## src/rtl/fifo_port_scheduler.sv

```systemverilog
// Two-source write arbiter feeding an external FIFO, plus a read side that
// prefetches FIFO words into a 2-entry registered output buffer.
module fifo_port_scheduler #(
    parameter int DATA_W = 8,
    parameter int CNT_W  = 16
) (
    input  logic              clk,
    input  logic              reset,
    input  logic              i_mode,
    input  logic              i_s0_valid,
    input  logic              i_s1_valid,
    input  logic [DATA_W-1:0] i_s0_data,
    input  logic [DATA_W-1:0] i_s1_data,
    output logic              o_s0_ready,
    output logic              o_s1_ready,
    output logic              o_wren,
    output logic [DATA_W-1:0] o_wrdata,
    input  logic              i_full,
    input  logic              i_empty,
    output logic              o_rden,
    input  logic [DATA_W-1:0] i_rddata,
    output logic              o_m_valid,
    output logic [DATA_W-1:0] o_m_data,
    input  logic              i_m_ready,
    output logic [CNT_W-1:0]  o_s0_cnt,
    output logic [CNT_W-1:0]  o_s1_cnt
);

    logic              rr_ptr;
    logic [1:0]        occ;
    logic              inflight;
    logic [DATA_W-1:0] buf_head;
    logic [DATA_W-1:0] buf_tail;
    logic [CNT_W-1:0]  cnt0;
    logic [CNT_W-1:0]  cnt1;

    logic              s0_wins;
    logic              grant0;
    logic              grant1;
    logic              pop;
    logic [2:0]        level;
    logic [1:0]        tail_idx;

    always_comb begin
        s0_wins  = i_s0_valid && (!i_s1_valid || i_mode || !rr_ptr);
        grant0   = reset && !i_full && s0_wins;
        grant1   = reset && !i_full && i_s1_valid && !s0_wins;
        pop      = (occ != 2'd0) && i_m_ready;
        // buffer occupancy once this cycle's pop and the in-flight capture settle
        level    = {1'b0, occ} + {2'b00, inflight} - {2'b00, pop};
        tail_idx = occ - {1'b0, pop};
    end

    assign o_s0_ready = grant0;
    assign o_s1_ready = grant1;
    assign o_wren     = grant0 | grant1;
    assign o_wrdata   = grant0 ? i_s0_data : (grant1 ? i_s1_data : '0);
    assign o_rden     = reset && !i_empty && (level < 3'd2);
    assign o_m_valid  = (occ != 2'd0);
    assign o_m_data   = buf_head;
    assign o_s0_cnt   = cnt0;
    assign o_s1_cnt   = cnt1;

    always_ff @(posedge clk) begin
        if (!reset) begin
            rr_ptr   <= 1'b0;
            occ      <= 2'd0;
            inflight <= 1'b0;
            buf_head <= '0;
            buf_tail <= '0;
            cnt0     <= '0;
            cnt1     <= '0;
        end else begin
            // pointer names the loser so it wins the next contended cycle
            if (o_wren)
                rr_ptr <= grant0;
            if (grant0 && (cnt0 != '1))
                cnt0 <= cnt0 + CNT_W'(1);
            if (grant1 && (cnt1 != '1))
                cnt1 <= cnt1 + CNT_W'(1);
            if (pop)
                buf_head <= buf_tail;
            if (inflight) begin
                if (tail_idx == 2'd0)
                    buf_head <= i_rddata;
                else
                    buf_tail <= i_rddata;
            end
            occ      <= occ + {1'b0, inflight} - {1'b0, pop};
            inflight <= o_rden;
        end
    end

endmodule

```

## config.mk

```make
export PLATFORM = sky130hd
export DESIGN_NAME = fifo_port_scheduler
export DESIGN_NICKNAME = d
export VERILOG_FILES = /design/src/rtl/fifo_port_scheduler.sv
export SDC_FILE = /design/constraint.sdc
export NUM_CORES = 1
export LEC_CHECK = 0
export CAP_MARGIN = 20
export CORE_UTILIZATION = 25
export DETAILED_ROUTE_END_ITERATION = 6
export GPL_TIMING_DRIVEN = 0
export PLACE_DENSITY = 0.6
export SLEW_MARGIN = 20
export SYNTH_ARGS = -nofsm -noshare
export SYNTH_HDL_FRONTEND = slang
export SYNTH_SLANG_ARGS = --single-unit
export TNS_END_PERCENT = 50
```

## constraint.sdc

```tcl
create_clock -name clk -period 3.15 [get_ports clk]
set_clock_uncertainty 0.1 [all_clocks]
set_input_delay 0.4725 -clock clk [delete_from_list [all_inputs] [get_ports clk]]
set_output_delay 0.4725 -clock clk [all_outputs]
set_load 0.01 [all_outputs]
```

* Word-level counts from Yosys, hierarchy flattened
Index checks and enable logic that the tools add are counted.
** Operators by class
- Add/sub/neg operators :: 7
- Multiply operators :: 0
- Div/mod/pow operators :: 0
- $lt $le $gt $ge :: 1
- Equality and inequality tests :: 2
- Shift-type cells :: 0
- Multiplexer cells :: 5
- Bitwise logic cells :: 2
- Reduce and logical (&&, ||, !) cells :: 20
** Operators with widths (count)
- $mux W8 :: 5
- $add A16 B1 Y16 const B :: 2
- $ne A16 B16 Y1 const B :: 2
- $logic_and A1 B1 Y1 :: 10
- $logic_not A1 Y1 :: 5
- $sub A2 B1 Y2 :: 2
- $add A2 B1 Y3 :: 1
- $lt A3 B2 Y1 const B :: 1
- $sub A3 B1 Y3 :: 1
- $add A2 B1 Y2 :: 1
- $logic_not A2 Y1 :: 1
- $logic_or A1 B1 Y1 :: 2
- $reduce_and A2 Y1 :: 1
- $reduce_bool A2 Y1 :: 1
- $not A1 Y1 :: 1
- $or A1 B1 Y1 :: 1
** Word-level totals
- Register bits after elaboration :: 52
- Bits in latches :: 0
- Memory bits (writable) :: 0
- Memory bits (read-only) :: 0
- Bits of input ports :: 32
- Output and inout bits :: 53
- Word-level logic and storage cells :: 44
- Memories kept :: 0

* Depth between registers and ports, before layout
Gate-level depths: netlist of the first run.
- Depth in word-level cells :: 8
- Depth in mapped cells :: 9
- Depth with buffers taken out :: 8

* Worst setup path after synthesis of the first run
Ideal clock, no wire load.
- Path type :: reg-to-output
- Start :: reg occ[1]
- End :: out o_rden
- Data arrival time :: 2.185 ns
- Data required time :: 2.577 ns
- Slack :: 0.392 ns
- Cell stages (with the launch flop) :: 9
- Path buffers :: 1
- Path through :: dfxtp_1 or2_2 clkbuf_1 nand2_4 or2_2 nand2_1 ha_1 fa_1 nor4_1
** On the way
- Word-level cells in the longest chain between the ends :: 5
- Elaborated cells between the ends (all ways) :: 6
- Classes of those cells :: add/sub (2); order compare (1); reduce/logical (3)
** RTL lines
- from (decl) :: line 30 : logic [1:0] occ;
- from (signal assigned) :: line 89 : occ <= occ + {1'b0, inflight} - {1'b0, pop};
- $reduce_bool A2 Y1
- named net o_m_valid :: line 22 : output logic o_m_valid,
- $logic_and A1 B1 Y1 :: line 48 : pop = (occ != 2'd0) && i_m_ready;
- $sub A3 B1 Y3 :: line 50 : level = {1'b0, occ} + {2'b00, inflight} - {2'b00, pop};
- named net level[1] :: line 41 : logic [2:0] level;
- $lt A3 B2 Y1 :: line 58 : assign o_rden = reset && !i_empty && (level < 3'd2);
- $logic_and A1 B1 Y1 :: line 58
- to (decl) :: line 20 : output logic o_rden,
The timed path passes the listed nets, and every way through them passes these cells.

* Worst setup path after layout of the first run
- Start :: in i_s1_valid
- End :: out o_wrdata[0]
** On the way
- Word-level cells in the longest chain between the ends :: 8
- Elaborated cells between the ends (all ways) :: 10
- Classes of those cells :: mux (2); reduce/logical (8)
** RTL lines
- from (decl) :: line 11 : input logic i_s1_valid,
- $logic_not A1 Y1 :: line 45 : s0_wins = i_s0_valid && (!i_s1_valid || i_mode || !rr_ptr);
- $logic_or A1 B1 Y1 (2 in a row) :: line 45
- $logic_and A1 B1 Y1 :: line 45
- $logic_not A1 Y1 :: line 47 : grant1 = reset && !i_full && i_s1_valid && !s0_wins;
- $logic_and A1 B1 Y1 :: line 47
- $mux W8 :: line 57 : assign o_wrdata = grant0 ? i_s0_data : (grant1 ? i_s1_data : '0);
- $mux W8 * :: line 57
- to (decl) :: line 17 : output logic [DATA_W-1:0] o_wrdata,
Every way passes the cells marked *; elsewhere a longest branch is shown, timed or not.

==> results of run 1 <==
[cells by family after synthesis]
| group | after synthesis | synth area share |
|---|---|---|
| flip-flops | 52 | 0.412 |
| AO/OA/AOI/OAI | 27 | 0.0773 |
| AND/OR/NAND/NOR | 129 | 0.280 |
| adder cells (fa/ha/maj) | 4 | 0.0228 |
| buffers and inverters | 22 | 0.0387 |
| XOR/XNOR | 20 | 0.0694 |
| multiplexers | 25 | 0.0991 |
[layer usage]
metal  track usage  vias up  wire, um
met5             0        -         0
met3        0.0258        4       286
met4        0.0341        0        52
met1         0.182     1093      3310
met2         0.221       52      3270
li1              -     1165         -
[state kept, by name, indices dropped and copies added (netlist names)]
register,flops
rr_ptr,1
o_s0_cnt,16
buf_tail,8
inflight,1
occ,2
o_s1_cnt,16
o_m_data,8
[synth_stat cells, types with 2 or more instances]
library cell	n
or2_2	2
and3_1	2
buf_2	3
a21o_1	2
nand3_1	11
dfxtp_1	52
a22o_1	8
nand2b_1	4
nand2_1	27
nor3_1	8
a211oi_1	8
nor4_2	4
and2_1	3
nor4_1	7
o21ai_0	3
clkbuf_1	7
nand3b_1	2
mux2i_1	25
and4_1	4
clkinv_1	2
xor2_1	3
a21oi_1	4
inv_1	7
nor2_1	40
xnor2_1	17
ha_1	3
nand4_1	8
[path summary, 6_finish.rpt]
kind | slack [ns] | startpoint | cells past startpoint | to
max | 0.15 | i_s1_valid | 7 | o_wrdata[0]
min reg2reg | 0.39 | rr_ptr | 2 | rr_ptr
max reg2reg | 1.09 | occ[1] | 7 | inflight
min | 0.39 | reset | 3 | o_s0_cnt[11]
[tightest hold or removal path: stages]
cell and delay, ns:
buf_4 0.15, nand2_1 0.07, mux2i_1 0.05
[power breakdown]
| part | switching, mW | internal, mW |
|---|---|---|
| Combinational | 0.198 | 0.221 |
| Sequential | 0.0393 | 0.717 |
| Clock | 0.243 | 0.164 |
| Total | 0.480 | 1.10 |
[final cells by class]
cell class | instances | area (um^2)
clock inverter | 3 | 27.5
sequential | 52 | 1040
timing repair buffer | 86 | 851
multi-input combinational | 205 | 1390
tap | 133 | 166
clock buffer | 5 | 68.8
inverter | 9 | 37.5
timing repair inverter | 1 | 5.00
fill | 1030 | 6120
buffer | 11 | 58.8
[timing repair]
| item | CTS | global route |
|---|---|---|
| endpoints found under the setup margin | 9 | 9 |
| cloned | 0 | 1 |
| endpoints found under the hold margin | 0 | 0 |
| hold buffers | 0 | 0 |
| resized for setup | 6 | 5 |
| pin swaps | 2 | 1 |
| buffers inserted | 3 | 0 |
==> impl_metrics.ini, run 1 <==
[placed_design]
pre_cts_slack_ns = -0.502
hpwl_mm = 4.94
post-place-cells = 495
placed_area_um2 = 3520
gp_congestion = 0.765
io_buffers = 83

[logic_synthesis]
netlist_area_um2 = 2520
avgSynthCellArea_um2 = 9.05
ys_ff_latch = 52
yosysUniqueCellTypes = 40
synth_top_area_frac = 0.412
synthArstFlopShare = 0
synth_edf_count = 0
ys.flop_type = dfxtp_1
syn_nets = 315
yosys.area.top_type = dfxtp_1
ys_seq_area_frac = 0.412
yosysWarningCount = 0
synth.area.top_cells = dfxtp_1 41%, mux2i_1 9.9%, nor2_1 5.9%
synthCells = 279

[final_layout]
final_area_um2 = 3650
syn_to_final_growth_pct = 44.6
drive_gt1_frac = 0.0914
final_util = 0.374
layout_common_cells = 81 x clkdlybuf4s50_1, 50 x dfxtp_1, 40 x nor2_1, 27 x nand2_1, 25 x mux2i_1
final_common_cell = clkdlybuf4s50_1
final_nets = 407
instances_no_fill = 505
diodes = 0

[timing]
slew_violations = 0
relSlewSlack = 0.620
worstMarginPinSlew_ns = 0.570
hold_violations = 0
fmax_mhz = 333
layout_setup_ws_ns = 0.150
period_share = 0.952
rsz0062_at_grt = no
timing.hold.ws_ns = 0.391
period_needed_ns = 3.00
finalSetupViolCount = 0
tns_ns = 0

[global_route]
grt_max_degree = 19
grt_pass1_vias = 2278
antenna_found_initial = 0
grt_first_pass_wirelength_mm = 11.1
overflow = 0
track_usage = 0.135

[worst_setup_path]
path_cells = clkdlybuf4s50_1 > nand3b_1 > nand4b_2 > buf_4 > clkinvlp_2 > a22o_1 > clkdlybuf4s50_1
crit_family = buffers and inverters
critPathKind = input pin to output port
critical_path_arrival_ns = 2.43
required_ns = 2.58
worst_path_largest_cell_delay_ns = 0.54
start_kind = input pin
crit_top_cell = clkdlybuf4s50_1
endpoint_kind = output port
cp_slowest_cell = clkdlybuf4s50_1
cp_max_fo = 11
worst-path-buf-inv = 4

[clocking]
cts_buffers = 5
tritoncts = yes
insertion_delay_ns = 0.30
cts_max_path_buffers = 2
htree_levels = 2
clock_sinks = 52
cts.clk_slew.worst_paths_ns = 0.10
root_buffer = clkbuf_8

[power_and_ir_drop]
power_mw = 1.58
power_density_nw_per_um2 = 433
peakVddDrop_uv = 203
leakagePower_nw = 1.38

[detailed_routing]
vias_per_cell = 4.58
detail_route.wirelength_mm = 6.91
drtPass1Iterations = 4
num_vias = 2314
drc = 0
wl_per_cell_um = 13.7
antenna_left = 0
drt_iter0_markers = 76

[floorplan]
ios = 85
die_area_um2 = 10500
placementRows = 36
core-area_um2 = 9770
start_util = 0.258
die_h_um = 102
die_w_um = 102

[run_status]
status = finished clean

[job]
max-cap-violations = 0

[hold_path]
worst_hold_path_type = input pin to flip-flop
No activity file was read; power rests on OpenSTA's default activity.
==> inputs of run 2 (changes only) <==
--- a/config.mk
+++ b/config.mk
@@ -7,8 +7,9 @@
 export LEC_CHECK = 0
 export CAP_MARGIN = 20
 export CORE_UTILIZATION = 25
+export CTS_CLUSTER_DIAMETER = 60
 export DETAILED_ROUTE_END_ITERATION = 6
-export GPL_TIMING_DRIVEN = 0
+export GPL_TIMING_DRIVEN = 1
 export PLACE_DENSITY = 0.6
 export SLEW_MARGIN = 20
 export SYNTH_ARGS = -nofsm -noshare
==> impl_metrics.ini, run 2 (synthesis gave the netlist of run 1 again) <==
[detailed_routing]
drt_iter0_markers = 32
drtPass1Iterations = 4
vias_per_cell = 4.59
wl_per_cell_um = 12.4
num_vias = 2302
drc = 0
detail_route.wirelength_mm = 6.23
antenna_left = 0

[timing]
finalSetupViolCount = 0
rsz0062_at_grt = no
worstMarginPinSlew_ns = 0.525
hold_violations = 0
period_share = 0.944
period_needed_ns = 2.97
slew_violations = 0
fmax_mhz = 336
relSlewSlack = 0.649

[worst_setup_path]
start_kind = input pin
worst_path_largest_cell_delay_ns = 0.52
worst-path-buf-inv = 2
cp_max_fo = 2
endpoint_kind = output port
required_ns = 2.58
critical_path_arrival_ns = 2.40
critPathKind = input pin to output port
crit_family = buffers and inverters
path_cells = clkdlybuf4s50_1 > nand2_4 > or2_2 > nand2_1 > ha_1 > fa_1 > nor4_2 > clkbuf_2
cp_slowest_cell = clkdlybuf4s50_1

[final_layout]
final_common_cell = clkdlybuf4s50_1
final_nets = 404
instances_no_fill = 502
diodes = 0
syn_to_final_growth_pct = 45.1
final_util = 0.375
drive_gt1_frac = 0.0867
layout_common_cells = 83 x clkdlybuf4s50_1, 52 x dfxtp_1, 40 x nor2_1, 27 x nand2_1, 25 x mux2i_1

[run_status]
status = finished clean

[placed_design]
post-place-cells = 494
gp_congestion = 0.793
hpwl_mm = 4.63
io_buffers = 84

[floorplan]
die_w_um = 102
core-area_um2 = 9770
die_area_um2 = 10500
start_util = 0.258
die_h_um = 102
ios = 85
placementRows = 36

[global_route]
overflow = 0
track_usage = 0.119
antenna_found_initial = 0
grt_pass1_vias = 2146
grt_max_degree = 31
grt_first_pass_wirelength_mm = 9.87

[clocking]
htree_levels = 2
cts_max_path_buffers = 2
cts_buffers = 5
tritoncts = yes
hold_buffers = 0
cts.clk_slew.worst_paths_ns = 0.09
root_buffer = clkbuf_8
clock_sinks = 52
insertion_delay_ns = 0.30

[power_and_ir_drop]
leakagePower_nw = 1.39
power_density_nw_per_um2 = 446
peakVddDrop_uv = 254

[job]
max-cap-violations = 0

[hold_path]
worst_hold_path_type = flip-flop to flip-flop
[run 2: changes by cell type in the layout (fill, tap and decap cells not counted), sizes merged]
cell | before | now
clkbuf | 11 | 7
clkinvlp | 3 | 0
buf | 9 | 11
clkdlybuf4s50 | 81 | 83
bufinv | 0 | 1
dlymetal6s2s | 1 | 0
[run 2: layout make-up]
class	count	area, um^2
Fill cell	995	6110
Multi-Input combinational cell	205	1390
Sequential cell	52	1040
Timing Repair Buffer	95	918
Tap cell	133	166
Clock buffer	6	72.6
Clock inverter	2	38.8
Inverter	9	33.8
[run 2: tightest hold or removal path, cell delays in order (launching register included)]
cell and delay (ns):
dfxtp_1 0.33, nand2_1 0.05, o21ai_0 0.06
[run 2: per-layer routing]
metal	wire length, um	up-vias	GRT usage
li1	-	1158	-
met1	3010	1086	0.159
met2	2850	54	0.192
met3	298	4	0.0278
met4	68	0	0.0330
met5	0	-	0
[run 2: power by group]
| part | internal [mW] | switching (mW) | total (mW) |
|---|---|---|---|
| sequential | 0.715 | 0.0374 | 0.753 |
| clock | 0.240 | 0.220 | 0.461 |
| combinational | 0.231 | 0.189 | 0.420 |
| total | 1.19 | 0.447 | 1.63 |
[run 2: what timing repair did]
| item | 4_1_cts | 5_1_grt |
|---|---|---|
| hold endpoints to repair | 0 | 0 |
| resized for setup | 1 | 3 |
| buffers inserted | 0 | 0 |
| endpoints found under the setup margin | 1 | 1 |
[run 2: stage by stage]
stage | hold WS (ns) | instance area [um^2] | setup TNS [ns] | power [mW] | setup WS [ns]
3_3_place_gp | 0.366 | 3550 | -0.222 | 1.18 | -0.222
6_report | 0.383 | 3660 | 0 | 1.63 | 0.177
3_5_place_dp | 0.373 | 3550 | -0.261 | 1.19 | -0.261
4_1_cts | 0.386 | 3660 | 0 | 1.66 | 0.0144
5_1_grt | 0.436 | 3660 | 0 | 1.73 | 0.0482
2_1_floorplan | 0.350 | 2520 | 0 | 0.978 | 0.392
[run 2: final timing paths]
check	startpoint	endpoint	slack, ns	cells after the start
setup / recovery	i_m_ready	o_rden	0.18	8
hold / removal	rr_ptr	rr_ptr	0.38	2
setup reg to reg	occ[1]	inflight	0.96	9
hold reg to reg	rr_ptr	rr_ptr	0.38	2
==> inputs of run 3 (changes only) <==
--- a/config.mk
+++ b/config.mk
@@ -9,7 +9,6 @@
 export CORE_UTILIZATION = 25
 export CTS_CLUSTER_DIAMETER = 60
 export DETAILED_ROUTE_END_ITERATION = 6
-export GPL_TIMING_DRIVEN = 1
 export PLACE_DENSITY = 0.6
 export SLEW_MARGIN = 20
 export SYNTH_ARGS = -nofsm -noshare
==> results of run 3 <==
Same layout as run 2: the final DEF is identical, and so are final timing and power.
==> edit 1 (config.mk and constraints of run 1) <==
Set the parameter `DATA_W` to 12 (it was 8).
--- a/src/rtl/fifo_port_scheduler.sv
+++ b/src/rtl/fifo_port_scheduler.sv
@@ -1,7 +1,7 @@
 // Two-source write arbiter feeding an external FIFO, plus a read side that
 // prefetches FIFO words into a 2-entry registered output buffer.
 module fifo_port_scheduler #(
-    parameter int DATA_W = 8,
+    parameter int DATA_W = 12,
     parameter int CNT_W  = 16
 ) (
     input  logic              clk,
Ports: changed (5 resized); port bits go from 85 to 105. The function was not compared with the original's and may differ.
==> edit 1 against run 1 <==
  * Via count increased by 27%
  * Sequential cell count is 8 higher
  * Setup slack lost 0.048 ns
  * Largest cell class unchanged
  * Wire length up 27%
  * Combinational power rose by 37%
  * Final area is 24% higher
  * Sequential share of layout area is 2.1 points lower
  * Total power increased by 55%
  * Critical endpoint is now o_wrdata[10]
  * Worst hold slack better by 0.0061 ns
  * Area after synthesis increased by 16%
==> edit 1: results (changes against run 1) <==
* CP arrival at 2.48 ns (+0.05 ns)
* Synth area leaders: dfxtp_1 (41%), mux2i_1 (12%), nor2_1 (3.6%), a22o_1 (3.6%), nand2_1 (3.2%)
* VDD IR-drop max at 0.291 mV (+44%)
* Clock transition at the registers of the reported paths at 0.06 ns (-0.04 ns)
* Fraction of layout cells with a size suffix above 1 at 9.13% (about the same)
* Warning count from the yosys run at 0 (unchanged)
* Static leakage at 1.73 nW (+26%)
* Largest net degree at the start of global routing at 13 (-6)
* Yosys cell types at 47 (+18%)
* # port buffers at 104 (+25%)
* GRT Util Overall at 14.0% (+0.53 points)
* Post-synth ARST share at 0% (unchanged)
* CTS Buf Count at 9 (+4)
* Via/cell ratio at 4.96 (+8.2%)
* Dpl ws at -0.752 ns (-0.250 ns)
* First-pass GRT wire length at 14,100 um (+27%)
* DRT Pass-1 Iters at 4 (unchanged)
* Adder-cell share of the synthesized area at 1.96% (-0.32 points)
* Critical path peak fanout at 11 (unchanged)
* DR iter-0 viols at 132 (+74%)
* Hpwl dp at 6470 um (+31%)
* Syn_nets at 374 (+19%)
* Routed length per instance at 14.9 um (+8.7%)
* Initial antenna violation count at 0 (unchanged)
* Top_reg_cell synth: dfxtp_1
* Clk_lat worst skew at 0.31 ns
* Area post-placement at 0.00416 mm^2 (+18%)
* Vias in the first global route at 2,820 (+24%)
* Run status: complete, no violations
* Gate Count Post-Synth at 326 (+17%)
* Longest Clk Path Bufs at 2 (unchanged)
* FILL cells at 1,154 (+12%)
* Root Buffer: clkbuf_16
* Hold Crit Class: flop to flop
* Placed Instances at 573 (+16%)
* Synth cell count leaders: dfxtp_1 (60), mux2i_1 (35), nor2_1 (28)
* CTS H-tree depth at 3 (+1)
* WL final at 8810 um (+27%)
* Layout Nets at 492 (+21%)
* Worst Tran Pin Value at 0.918 ns (+0.348 ns)
* Final RePlAce weighted congestion at 0.767 (+0.24%)
* Diode count at 0 (unchanged)
* Post-synthesis mux area share at 11.9% (+2.0 points)
* Compound-cell area share of the yosys netlist at 17.1% (+9.3 points)
* XOR/XNOR Fraction of Synth Area at 0.298% (-6.6 points)
* Sequential area share after synthesis at 40.9% (-0.34 points)
## edit 1: cell count changes after synthesis, sizes merged, moves of 5 or more
cell,delta
mux2i,+10
dfxtp,+8
nor4,-7
clkbuf,+8
nor2,-12
or4,+12
a21oi,+10
o21ai,+5
o31ai,+10
xnor2,-16
## edit 1: worst paths after layout
path | from | endpoint | slack, ns | depth (start not counted)
setup / recovery | i_s1_valid | o_wrdata[10] | 0.10 | 7
hold reg to reg | buf_tail[9] | buf_tail[9] | 0.40 | 2
setup reg to reg | o_s0_cnt[0] | o_s0_cnt[2] | 0.79 | 5
hold / removal | buf_tail[9] | buf_tail[9] | 0.40 | 2
## edit 1: metal layers
metal  routed length (um)  vias up  GRT usage [%]
li1                     -     1473              -
met1                 4100     1408           17.5
met2                 4400       48           24.1
met3                  241        6           2.63
met4                   73        0           4.71
met5                    0        -              0
## edit 1: cell type report
class	instances	area (um^2)	area share, %
multi-input combinational	239	1640	36.3
sequential	60	1200	26.5
timing repair buffer	108	1060	23.5
clock buffer	9	225	4.97
tap	143	179	3.95
buffer	18	103	2.26
clock inverter	7	76.3	1.68
inverter	8	38.8	0.856
## edit 1: where the power goes
| group | total [W] | internal, W | leakage [nW] | switching (W) |
|---|---|---|---|---|
| registers | 0.000893 | 0.000842 | 0.486 | 0.0000511 |
| clock network | 0.000983 | 0.000616 | 0.142 | 0.000367 |
| logic | 0.000575 | 0.000313 | 1.10 | 0.000262 |
## edit 1: critical path: stages
cell and delay (ns):
clkdlybuf4s50_1 0.47, and3b_1 0.22, or2_4 0.31, inv_2 0.12, buf_4 0.18, a22o_1 0.15, clkdlybuf4s50_1 0.54
## edit 1: what timing repair did
action,CTS,global route
resized for setup,21,4
pin swaps,1,3
setup buffers,2,2
endpoints found under the setup margin,15,9
==> edit 2 (config.mk and constraints of run 1) <==
Without the edit above. Add an input register stage for `i_mode`, with the module's reset; this delays it by one clock. The other inputs are not delayed to match.
--- a/src/rtl/fifo_port_scheduler.sv
+++ b/src/rtl/fifo_port_scheduler.sv
@@ -26,6 +26,16 @@
     output logic [CNT_W-1:0]  o_s1_cnt
 );
 
+    logic i_mode_q;
+
+    always_ff @(posedge clk) begin
+        if (!reset) begin
+            i_mode_q <= '0;
+        end else begin
+            i_mode_q <= i_mode;
+        end
+    end
+
     logic              rr_ptr;
     logic [1:0]        occ;
     logic              inflight;
@@ -42,7 +52,7 @@
     logic [1:0]        tail_idx;
 
     always_comb begin
-        s0_wins  = i_s0_valid && (!i_s1_valid || i_mode || !rr_ptr);
+        s0_wins  = i_s0_valid && (!i_s1_valid || i_mode_q || !rr_ptr);
         grant0   = reset && !i_full && s0_wins;
         grant1   = reset && !i_full && i_s1_valid && !s0_wins;
         pop      = (occ != 2'd0) && i_m_ready;
Function: changed (a bounded check fails within 4 cycles, from zero or initial values and one cycle with reset low).
==> edit 2 against run 1 <==
  * Die area rose by 5.4%
  * First-iteration DRC count rose by 30%
  * Utilization fell by 0.57 points
  * Total power rose by 0.89%
  * Sequential cell count rose by 1
  * Critical path type unchanged
  * Largest power group unchanged
  * Wire length rose by 9.1%
  * Area after synthesis rose by 5.5%
  * Final area rose by 4.0%
  * Setup slack got worse by 0.032 ns
  * Critical endpoint is now o_wrdata[3]
==> edit 2: results (changes against run 1) <==
* Run status: complete, no violations
* Vias in the first global route at 2,472 (+8.5%)
* Seq pwr at 0.000769 W (+2%)
* Highest metal used: met4
* Sequential area share after synthesis at 39.8% (-1.4 points)
* Worst Tran Pin Value at 0.769 ns (+0.199 ns)
* CTS H-tree depth at 2 (unchanged)
* CP endpoint: o_wrdata[3]
* Met3 WL at 227 um (-21%)
* Synth cell count leaders: dfxtp_1 (53), nand2_1 (26), mux2i_1 (25)
* Layout Nets at 427 (+4.9%)
* Hold Crit Class: flop to flop
* Root Buffer: clkbuf_8
* Clock transition at the registers of the reported paths at 0.10 ns (about the same)
* Fin crit share at 96.3% (+1.0 points)
* Critical path peak fanout at 10 (-1)
* Static leakage at 1.40 nW (+1.7%)
* Syn_nets at 336 (+6.7%)
* Largest net degree at the start of global routing at 17 (-2)
* CP arrival at 2.46 ns (+0.03 ns)
* Area post-placement at 0.00367 mm^2 (+4.3%)
* Register-to-Register Path Depth at 6 (-1)
* Synth area leaders: dfxtp_1 (40%), mux2i_1 (9.4%), nand2_1 (3.7%), a21oi_1 (3.2%), nor2_1 (3.0%)
* Max stage delay on crit path at 0.54 ns (about the same)
* DR iter-0 viols at 99 (+30%)
* End of the worst register-to-register path: o_s1_cnt[11]
* Final RePlAce weighted congestion at 0.816 (+6.7%)
* Dpl ws at -0.481 ns (+0.0211 ns)
* Final hold slack at 0.380 ns (-0.0106 ns)
* Metal2 WL at 3820 um (+17%)
* # port buffers at 84 (+1.2%)
* Combinational power share at 26.3% (-0.2 points)
* R2r startpoint: o_s1_cnt[0]
* Worst Hold Endpoint: rr_ptr
* Power Density at 420 mW/mm^2 (-3.0%)
* Sw Ratio at 29.1% (-1.3 points)
* Hpwl dp at 5640 um (+14%)
* Worst path top cell family by delay: buffers and inverters
* Hold depth at 2 (-1)
* R2r setup slk at 0.94 ns (-0.15 ns)
* Warning count from the yosys run at 0 (unchanged)
* Hold Crit Start: rr_ptr
* Placed Instances at 520 (+5.1%)
* Avg Cell Area, Syn at 8.88 um^2 (-1.9%)
* Routed length per instance at 14.3 um (+4.3%)
* Post-Layout Cell Count at 528 (+4.6%)
* DR vias at 2,617 (+13%)
* Yosys cell types at 51 (+28%)
* Metal1 wirelength at 3460 um (+4.7%)
* VDD IR-drop max at 0.201 mV (-0.82%)
* Fraction of layout cells with a size suffix above 1 at 6.38% (-2.8 points)
* Start point of the critical path: i_full
* First-pass GRT wire length at 12,500 um (+13%)
* GRT Util Overall at 13.9% (+0.36 points)
-- edit 2: timing repair --
action | in CTS | in global routing
gates resized for setup | 9 | 6
gates cloned | 0 | 0
pin swaps | 1 | 0
hold endpoints to repair | 0 | 0
setup endpoints to repair | 11 | 9
buffers inserted | 1 | 0
-- edit 2: routing by layer --
layer	track usage (%)	vias up
li1	-	1330
met1	18.4	1230
met2	23.8	55
met3	1.98	2
met4	3.02	0
met5	0	-
-- edit 2: layout make-up --
cell class,instances,area (um^2)
fill,1051,6530
multi-input combinational,224,1520
sequential,53,1060
timing repair buffer,85,842
tap,136,170
buffer,16,83.8
clock buffer,6,82.6
inverter,6,22.5
clock inverter,2,13.8
-- edit 2: cells by family after synthesis --
logic type               Yosys count  share of synthesized area (%)
buffers and inverters             23                           3.66
flip-flops                        53                           39.8
AND/OR/NAND/NOR                  125                           26.4
multiplexers                      25                           9.39
AO/OA/AOI/OAI                     69                           18.2
adder cells (fa/ha/maj)            4                           2.16
XOR/XNOR                           1                          0.329
